===== config.mk =====
export PLATFORM = sky130hd
export DESIGN_NAME = bcd_scan_driver
export DESIGN_NICKNAME = d
export VERILOG_FILES = /design/src/rtl/bcd_scan_driver.sv
export SDC_FILE = /design/constraint.sdc
export NUM_CORES = 1
export LEC_CHECK = 0
export CELL_PAD_IN_SITES_DETAIL_PLACEMENT = 1
export CELL_PAD_IN_SITES_GLOBAL_PLACEMENT = 1
export CORE_ASPECT_RATIO = 2
export CORE_MARGIN = 2
export CORE_UTILIZATION = 45
export CTS_BUF_LIST = sky130_fd_sc_hd__clkbuf_2
export CTS_CLUSTER_SIZE = 8
export DETAILED_ROUTE_END_ITERATION = 8
export MAX_ROUTING_LAYER = met4
export PLACE_DENSITY_LB_ADDON = 0.1
export SLEW_MARGIN = 10
export SYNTH_ARGS = -nofsm -noshare
export SYNTH_HDL_FRONTEND = slang
export SYNTH_SLANG_ARGS = --single-unit

===== constraint.sdc =====
create_clock -name clk -period 1.65 [get_ports clk]
set_input_delay 0.165 -clock clk [delete_from_list [all_inputs] [get_ports clk]]
set_output_delay 0.165 -clock clk [all_outputs]
set_load 0.005 [all_outputs]

===== src/rtl/bcd_scan_driver.sv =====
`default_nettype none
// ============================================================================
//  Module  : bcd_scan_driver
//  Brief   : Signed value -> BCD (sequential double-dabble), multiplexed onto
//            one shared 7-segment decoder bus with a sign slot.
//  Rev     : 1.0  initial release
// ============================================================================
module bcd_scan_driver #(
   parameter int WIDTH    = 8,
   parameter int DIGITS   = 3,
   parameter int SCAN_DIV = 1000,
   parameter bit BLANK_LZ = 1'b1
) (
   input  logic              clk,
   input  logic              rst,
   input  logic [WIDTH-1:0]  Value,
   input  logic              Load,
   output logic              Busy,
   output logic              Done,
   output logic              Sign,
   output logic              A,
   output logic              B,
   output logic              C,
   output logic              D,
   output logic [DIGITS:0]   An
);

   localparam int c_bcd_w = 4 * DIGITS;
   localparam int c_cnt_w = $clog2(WIDTH + 1);
   localparam int c_pre_w = $clog2(SCAN_DIV);
   localparam int c_idx_w = $clog2(DIGITS + 1);

   localparam logic [c_cnt_w-1:0] c_cnt_last = c_cnt_w'(WIDTH - 1);
   localparam logic [c_pre_w-1:0] c_pre_last = c_pre_w'(SCAN_DIV - 1);
   localparam logic [c_idx_w-1:0] c_idx_last = c_idx_w'(DIGITS);

   typedef enum logic [1:0] {
      S_IDLE   = 2'd0,
      S_CONV   = 2'd1,
      S_COMMIT = 2'd2
   } state_t;

   state_t              r_state;
   logic [c_bcd_w-1:0]  r_bcd;
   logic [c_bcd_w-1:0]  r_disp;
   logic [WIDTH-1:0]    r_mag;
   logic [c_cnt_w-1:0]  r_cnt;
   logic                r_neg;
   logic                r_neg_disp;
   logic                r_busy;
   logic                r_done;
   logic [c_pre_w-1:0]  r_pre;
   logic [c_idx_w-1:0]  r_idx;

   logic [WIDTH-1:0]    w_mag;
   logic [c_bcd_w-1:0]  w_bcd_adj;
   logic [DIGITS-1:0]   w_lz;
   logic [3:0]          w_nibble;

   // Unsigned reinterpretation of the negated value: the most negative input
   // maps to 2^(WIDTH-1), which still fits in WIDTH unsigned bits.
   assign w_mag = Value[WIDTH-1] ? (~Value + WIDTH'(1)) : Value;

   for (genvar g = 0; g < DIGITS; g++) begin : g_digit
      assign w_bcd_adj[4*g +: 4] = (r_bcd[4*g +: 4] >= 4'd5) ?
                                   (r_bcd[4*g +: 4] + 4'd3) : r_bcd[4*g +: 4];
      assign w_lz[g] = (r_disp[c_bcd_w-1 : 4*g] == '0);
   end

   always_ff @(posedge clk) begin
      if (rst) begin
         r_state    <= S_IDLE;
         r_bcd      <= '0;
         r_mag      <= '0;
         r_cnt      <= '0;
         r_neg      <= 1'b0;
         r_disp     <= '0;
         r_neg_disp <= 1'b0;
         r_busy     <= 1'b0;
         r_done     <= 1'b0;
      end else begin
         r_done <= 1'b0;
         case (r_state)
            S_IDLE: begin
               if (Load) begin
                  r_neg   <= Value[WIDTH-1];
                  r_mag   <= w_mag;
                  r_bcd   <= '0;
                  r_cnt   <= '0;
                  r_busy  <= 1'b1;
                  r_state <= S_CONV;
               end
            end
            S_CONV: begin
               {r_bcd, r_mag} <= {w_bcd_adj, r_mag} << 1;
               r_cnt          <= r_cnt + c_cnt_w'(1);
               if (r_cnt == c_cnt_last)
                  r_state <= S_COMMIT;
            end
            S_COMMIT: begin
               r_disp     <= r_bcd;
               r_neg_disp <= r_neg;
               r_done     <= 1'b1;
               r_busy     <= 1'b0;
               r_state    <= S_IDLE;
            end
            default: begin
               r_busy  <= 1'b0;
               r_state <= S_IDLE;
            end
         endcase
      end
   end

   always_ff @(posedge clk) begin
      if (rst) begin
         r_pre <= '0;
         r_idx <= '0;
      end else if (r_pre == c_pre_last) begin
         r_pre <= '0;
         r_idx <= (r_idx == c_idx_last) ? '0 : (r_idx + c_idx_w'(1));
      end else begin
         r_pre <= r_pre + c_pre_w'(1);
      end
   end

   // Slot outputs depend only on registered state, so they switch cleanly
   // once per index change.
   always_comb begin
      Sign     = 1'b0;
      w_nibble = 4'b1111;
      An       = '1;
      An[r_idx] = 1'b0;
      if (r_idx == c_idx_last) begin
         Sign = r_neg_disp;
      end else begin
         for (int i = 0; i < DIGITS; i++) begin
            if (int'(r_idx) == i) begin
               if (BLANK_LZ && (i != 0) && w_lz[i])
                  w_nibble = 4'b1111;
               else
                  w_nibble = r_disp[4*i +: 4];
            end
         end
      end
   end

   assign {A, B, C, D} = w_nibble;
   assign Busy = r_busy;
   assign Done = r_done;

endmodule
`default_nettype wire


# Word level (Yosys, flattened, before mapping)
# Cells that the tools add are included.
[word_totals]
output_inout_bits = 11
inputBits = 11
word_cells = 72
reg_bits = 54
[classes]
magnitude_cmp = 5
n_eq_ne = 9
mux = 26
n_reduce_logical = 11
bitwise = 3
n_addsub = 7
[ops]
columns = ["cell", "n"]
rows = [
  ["4-bit 2-to-1 mux", 9],
  ["12-bit case mux with 2 select lines", 1],
  ["8-bit 2-to-1 mux", 2],
  ["8-bit case mux with 2 select lines", 1],
  ["4-bit by 3-bit greater-or-equal comparator with 1-bit output, second input constant", 3],
  ["12-bit 2-to-1 mux", 1],
  ["10-bit by 1-bit adder with 10-bit output, second input constant", 1],
  ["10-bit == test, second input constant", 1],
  ["4-bit by 2-bit adder with 4-bit output, second input constant", 2],
  ["8-bit by 1-bit adder with 8-bit output, second input constant", 1],
  ["2-bit == test, second input constant", 4],
  ["8-bit logical NOT", 1],
  ["8-bit NOT", 1],
  ["4-bit case mux with 2 select lines", 1],
  ["2-bit AND reduction", 4],
  ["2-bit 2-to-1 mux", 3],
  ["4-bit by 1-bit adder with 4-bit output, second input constant", 1],
  ["4-bit by 3-bit == test with 1-bit output, second input constant", 1],
  ["2-bit logical NOT", 2],
  ["4-bit logical NOT", 1],
  ["1-bit 2-to-1 mux", 4],
  ["2-bit != test, second input constant", 2],
  ["4-bit NOT", 1],
  ["2-bit case mux with 2 select lines", 1],
  ["other kinds (12)", 12],
]

# Longest topological paths before layout
[depth]
depth_word = 5
ltp_mapped = 6
ltp_nobuf = 6

# Least setup slack after synthesis
# No wires, ideal clock.
[synth_timing]
path_kind = "reg-to-output"
from = "register r_disp[11]"
to = "output A"
path_buffers = 0
arrival_time_ns = 1.312
stages_incl_launch_ff = 5
required_ns = 1.485
setup_slack_ns = 0.173
cell_sequence = "dfxtp_1 > or4_1 > o21ai_1 > nor2_1 > o211ai_1"
[synth_via]
elab_chain_cells = 5
word_cells_on_any_way = 7
cone_classes = "5 x mux; 2 x reduce/logical"
[synth_rtl]
columns = ["element", "line_no", "source"]
rows = [
  ["start, declared", "45", "logic [c_bcd_w-1:0] r_disp;"],
  ["start signal, assigned", "101", "r_disp <= r_bcd;"],
  ["8-bit logical NOT", "67", "assign w_lz[g] = (r_disp[c_bcd_w-1 : 4*g] == '0);"],
  ["4-bit 2-to-1 mux", "139", "if (BLANK_LZ && (i != 0) && w_lz[i])"],
  ["4-bit 2-to-1 mux", "138", "if (int'(r_idx) == i) begin"],
  ["4-bit 2-to-1 mux *", "138", ""],
  ["4-bit 2-to-1 mux *", "134", "if (r_idx == c_idx_last) begin"],
  ["end, declared", "21", "output logic A,"],
]
# Mark *: on every way between the ends. The rest lies on a longest branch, timed or not.

# Worst setup path after layout
[layout_timing]
from = "register r_disp[10]"
to = "output A"
# Same word-level chain as after synthesis.

==> metrics.cfg <==
[synth]
ys_seq_elements = 54
yosysTopAreaCell = dfxtp_1
syn_area_um2 = 2620
synthFlopType = dfxtp_1
async_reset_ff_share_pct = 0
syn_inst = 316
synth_fp_nets = 340
synth_top_cells_by_area = dfxtp_1 41%, ha_1 6.2%, a21oi_1 5.7%
syn_area_per_cell_um2 = 8.291
netlist.area_leader.share_pct = 41.26
yosysSeqAreaShare_pct = 41.26
ys_warn_count = 0
ys_types = 46
synth_enable_flop_cells = 0

[place]
dp_slack_ps = -468.2
port_buffers = 21
gp_congestion = 0.7953
dpl.hpwl_mm = 5.220

[clock_network]
numCtsBuffers = 5
cts.sinks = 54
clkLatencyLatePin_ps = 460
ctsHoldBuffers = 0
path_clk_slew_ps = 270
htreeDepth = 2
cts_tree = yes
clockRootBuffer = clkbuf_2
cts_buffer_depth = 2

[timing]
fin_tns_setup_ps = -2232
whs_ps = 368.0
fmax_mhz = 448.9
finalSetupViolations = 5
period_share_pct = 135.0
slew-limit-headroom_pct = 62.93
worst_slack_ps = -577.5
drv_slew = 0
timing.final.crit_period_ps = 2227
hold_violations = 0
worst_pin_slew_ps = 556.0
fin_skew_ps = 37.07
rsz0062_at_grt = yes

[setup_path]
cp_max_fo = 3
timing.critical_path.to_type = output pin
worstPathRequired_ps = 1480
r2r.worst_path.cells = 6
reg2reg_to = r_bcd[2]
worstPathArrival_ps = 2060
r2r_start = r_bcd[1]
crit_path_start_kind = register
reg2reg_slack_ps = 80
worstSetupPathType = reg2out

[detailed_routing]
wl_mm = 7.095
drt_iter0_drc = 84
wl_per_cell_um = 16.35
vias = 2464
ant_nets = 0
drc_errors = 0
viasPerCell = 5.677
dr.pass1.iters = 4

[min_path]
min_from = Value[6]
hold_path_end = r_mag[6]
min_path_cells = 3
hold_path_class = in2reg

[power]
switching_share_pct = 26.18
power_frac_seq_pct = 64.5
p_leak_nw = 1.295
pwr-share-clk_pct = 24.3
power.density_nw_per_um2 = 643.0
p_int_w = 0.001562
ir_drop_mv = 0.6530
p_sw_w = 0.0005538
p_comb_share_pct = 11.3

[grt]
grt_max_degree = 33
top_usage_layer = met2
grt_use_met2_pct = 46.29
grt_pass1_wl_mm = 11.78
gr-usage-met1_pct = 22.38
grt_overflow = 0
grt_pass1_vias = 2570
antenna_found_initial = 0
grt_usage_pct = 23.99
grtUsageMet3_pct = 2.671

[die]
die_w_um = 57.96
coreArea_um2 = 5660
fp.dieH_um = 111.9
start_util_pct = 46.29
pin_count = 22
design.die.area_um2 = 6486
core.rowCount = 39

[cells_and_area]
antenna_cells = 0
drive_gt1_share_pct = 22.25
final_cell_mix = 50 x dfxtp_1, 39 x nand2_1, 36 x buf_4
nets = 397
final_common_cell = dfxtp_1
syn_to_final_growth_pct = 25.60

[outcome]
status = finished with violations
violations = setup timing

[job]
cap_viol_max_count = 0

-- synthesized netlist by cell type, types with 3 or more instances --
master	number
a22oi_1	3
xor2_1	4
o211ai_1	4
xnor2_1	9
a21oi_1	30
o21ai_0	17
ha_1	13
nand2b_1	8
nand2_1	39
a222oi_1	4
nand4_1	3
o31ai_1	3
inv_1	17
nor2_1	32
or3_1	4
nand3_1	9
and2_1	3
mux2i_1	4
clkbuf_1	10
dfxtp_1	54
nor3_1	10
a22o_1	6
-- stage by stage --
step / power, W / util (%) / area, um^2 / std cells
global placement: 0.001622 / 54.71 / 3097 / 417
finish: 0.002116 / 58.13 / 3291 / 434
global route: 0.002210 / 58.13 / 3291 / 434
detailed placement: 0.001629 / 54.71 / 3097 / 417
floorplan: 0.001512 / - / 2620 / 316
CTS: 0.002137 / 57.80 / 3272 / 433
-- registers in the layout, indices dropped and copies added, names as in the netlist --
name,flops
Busy,1
Done,1
r_bcd,12
r_cnt,4
r_disp,12
r_idx,2
r_mag,8
r_neg,1
r_neg_disp,1
r_pre,10
r_state,2
-- layer usage --
| layer | share of wire [%] | vias to the layer above |
|---|---|---|
| met2 | 60 | 30 |
| met3 | 1.5 | 14 |
| li1 | - | 1213 |
| met1 | 35 | 1207 |
| met4 | 3.3 | 0 |
| met5 | 0 | - |
-- worst max path at each step --
stage | startpoint | to | slack, ps | cells past startpoint
2_1_floorplan | r_disp[11] | A | 170 | 4
3_3_place_gp | r_disp[11] | A | -420 | 5
3_5_place_dp | r_disp[11] | A | -470 | 5
4_1_cts | r_disp[10] | A | -610 | 7
5_1_grt | r_disp[10] | A | -660 | 7
6_report | r_disp[10] | A | -580 | 7
-- power by group through the flow --
stage | Combinational [W] | Clock [W] | Sequential [W]
2_1_floorplan | 0.000129 | 0 | 0.00138
3_3_place_gp | 0.000233 | 0 | 0.00139
3_5_place_dp | 0.000239 | 0 | 0.00139
4_1_cts | 0.000240 | 0.000533 | 0.00136
5_1_grt | 0.000265 | 0.000575 | 0.00137
6_report | 0.000238 | 0.000514 | 0.00136
-- worst max-delay path, cell delays in order, from the launching register on --
cell and delay (ps):
dfxtp_2 380, or4_4 550, o21ai_4 150, buf_6 130, buf_6 80, nor2_2 20
o211ai_1 160, buf_2 140
-- area by class of cell --
| cell class | count | area [um^2] |
|---|---|---|
| timing repair buffer | 64 | 535.5 |
| tap | 61 | 76.32 |
| fill | 694 | 2370 |
| multi-input combinational | 231 | 1484 |
| sequential | 54 | 1089 |
| clock buffer | 7 | 35.03 |
| inverter | 17 | 71.32 |
-- kinds of logic (layout without fill, tap and decap cells) --
logic type	after synthesis	in the layout	share of synthesized area, %
and+or+nand+nor	123	123	22.92
AOI/OAI and AO/OA	77	77	18.19
DFF	54	54	41.26
buffers and inverters	31	88	5.110
adders and majority gates	13	13	6.208
xor gates and xnor gates	13	13	4.346
muxes	5	5	1.958
-- what timing repair did --
| item | 4_1_cts | 5_1_grt |
|---|---|---|
| cloned | 0 | 0 |
| buffers inserted | 9 | 3 |
| gates resized for setup | 61 | 11 |
| pin swaps | 9 | 2 |
| endpoints found under the setup margin | 9 | 13 |
Note: power is estimated with default switching activity, not from simulation.
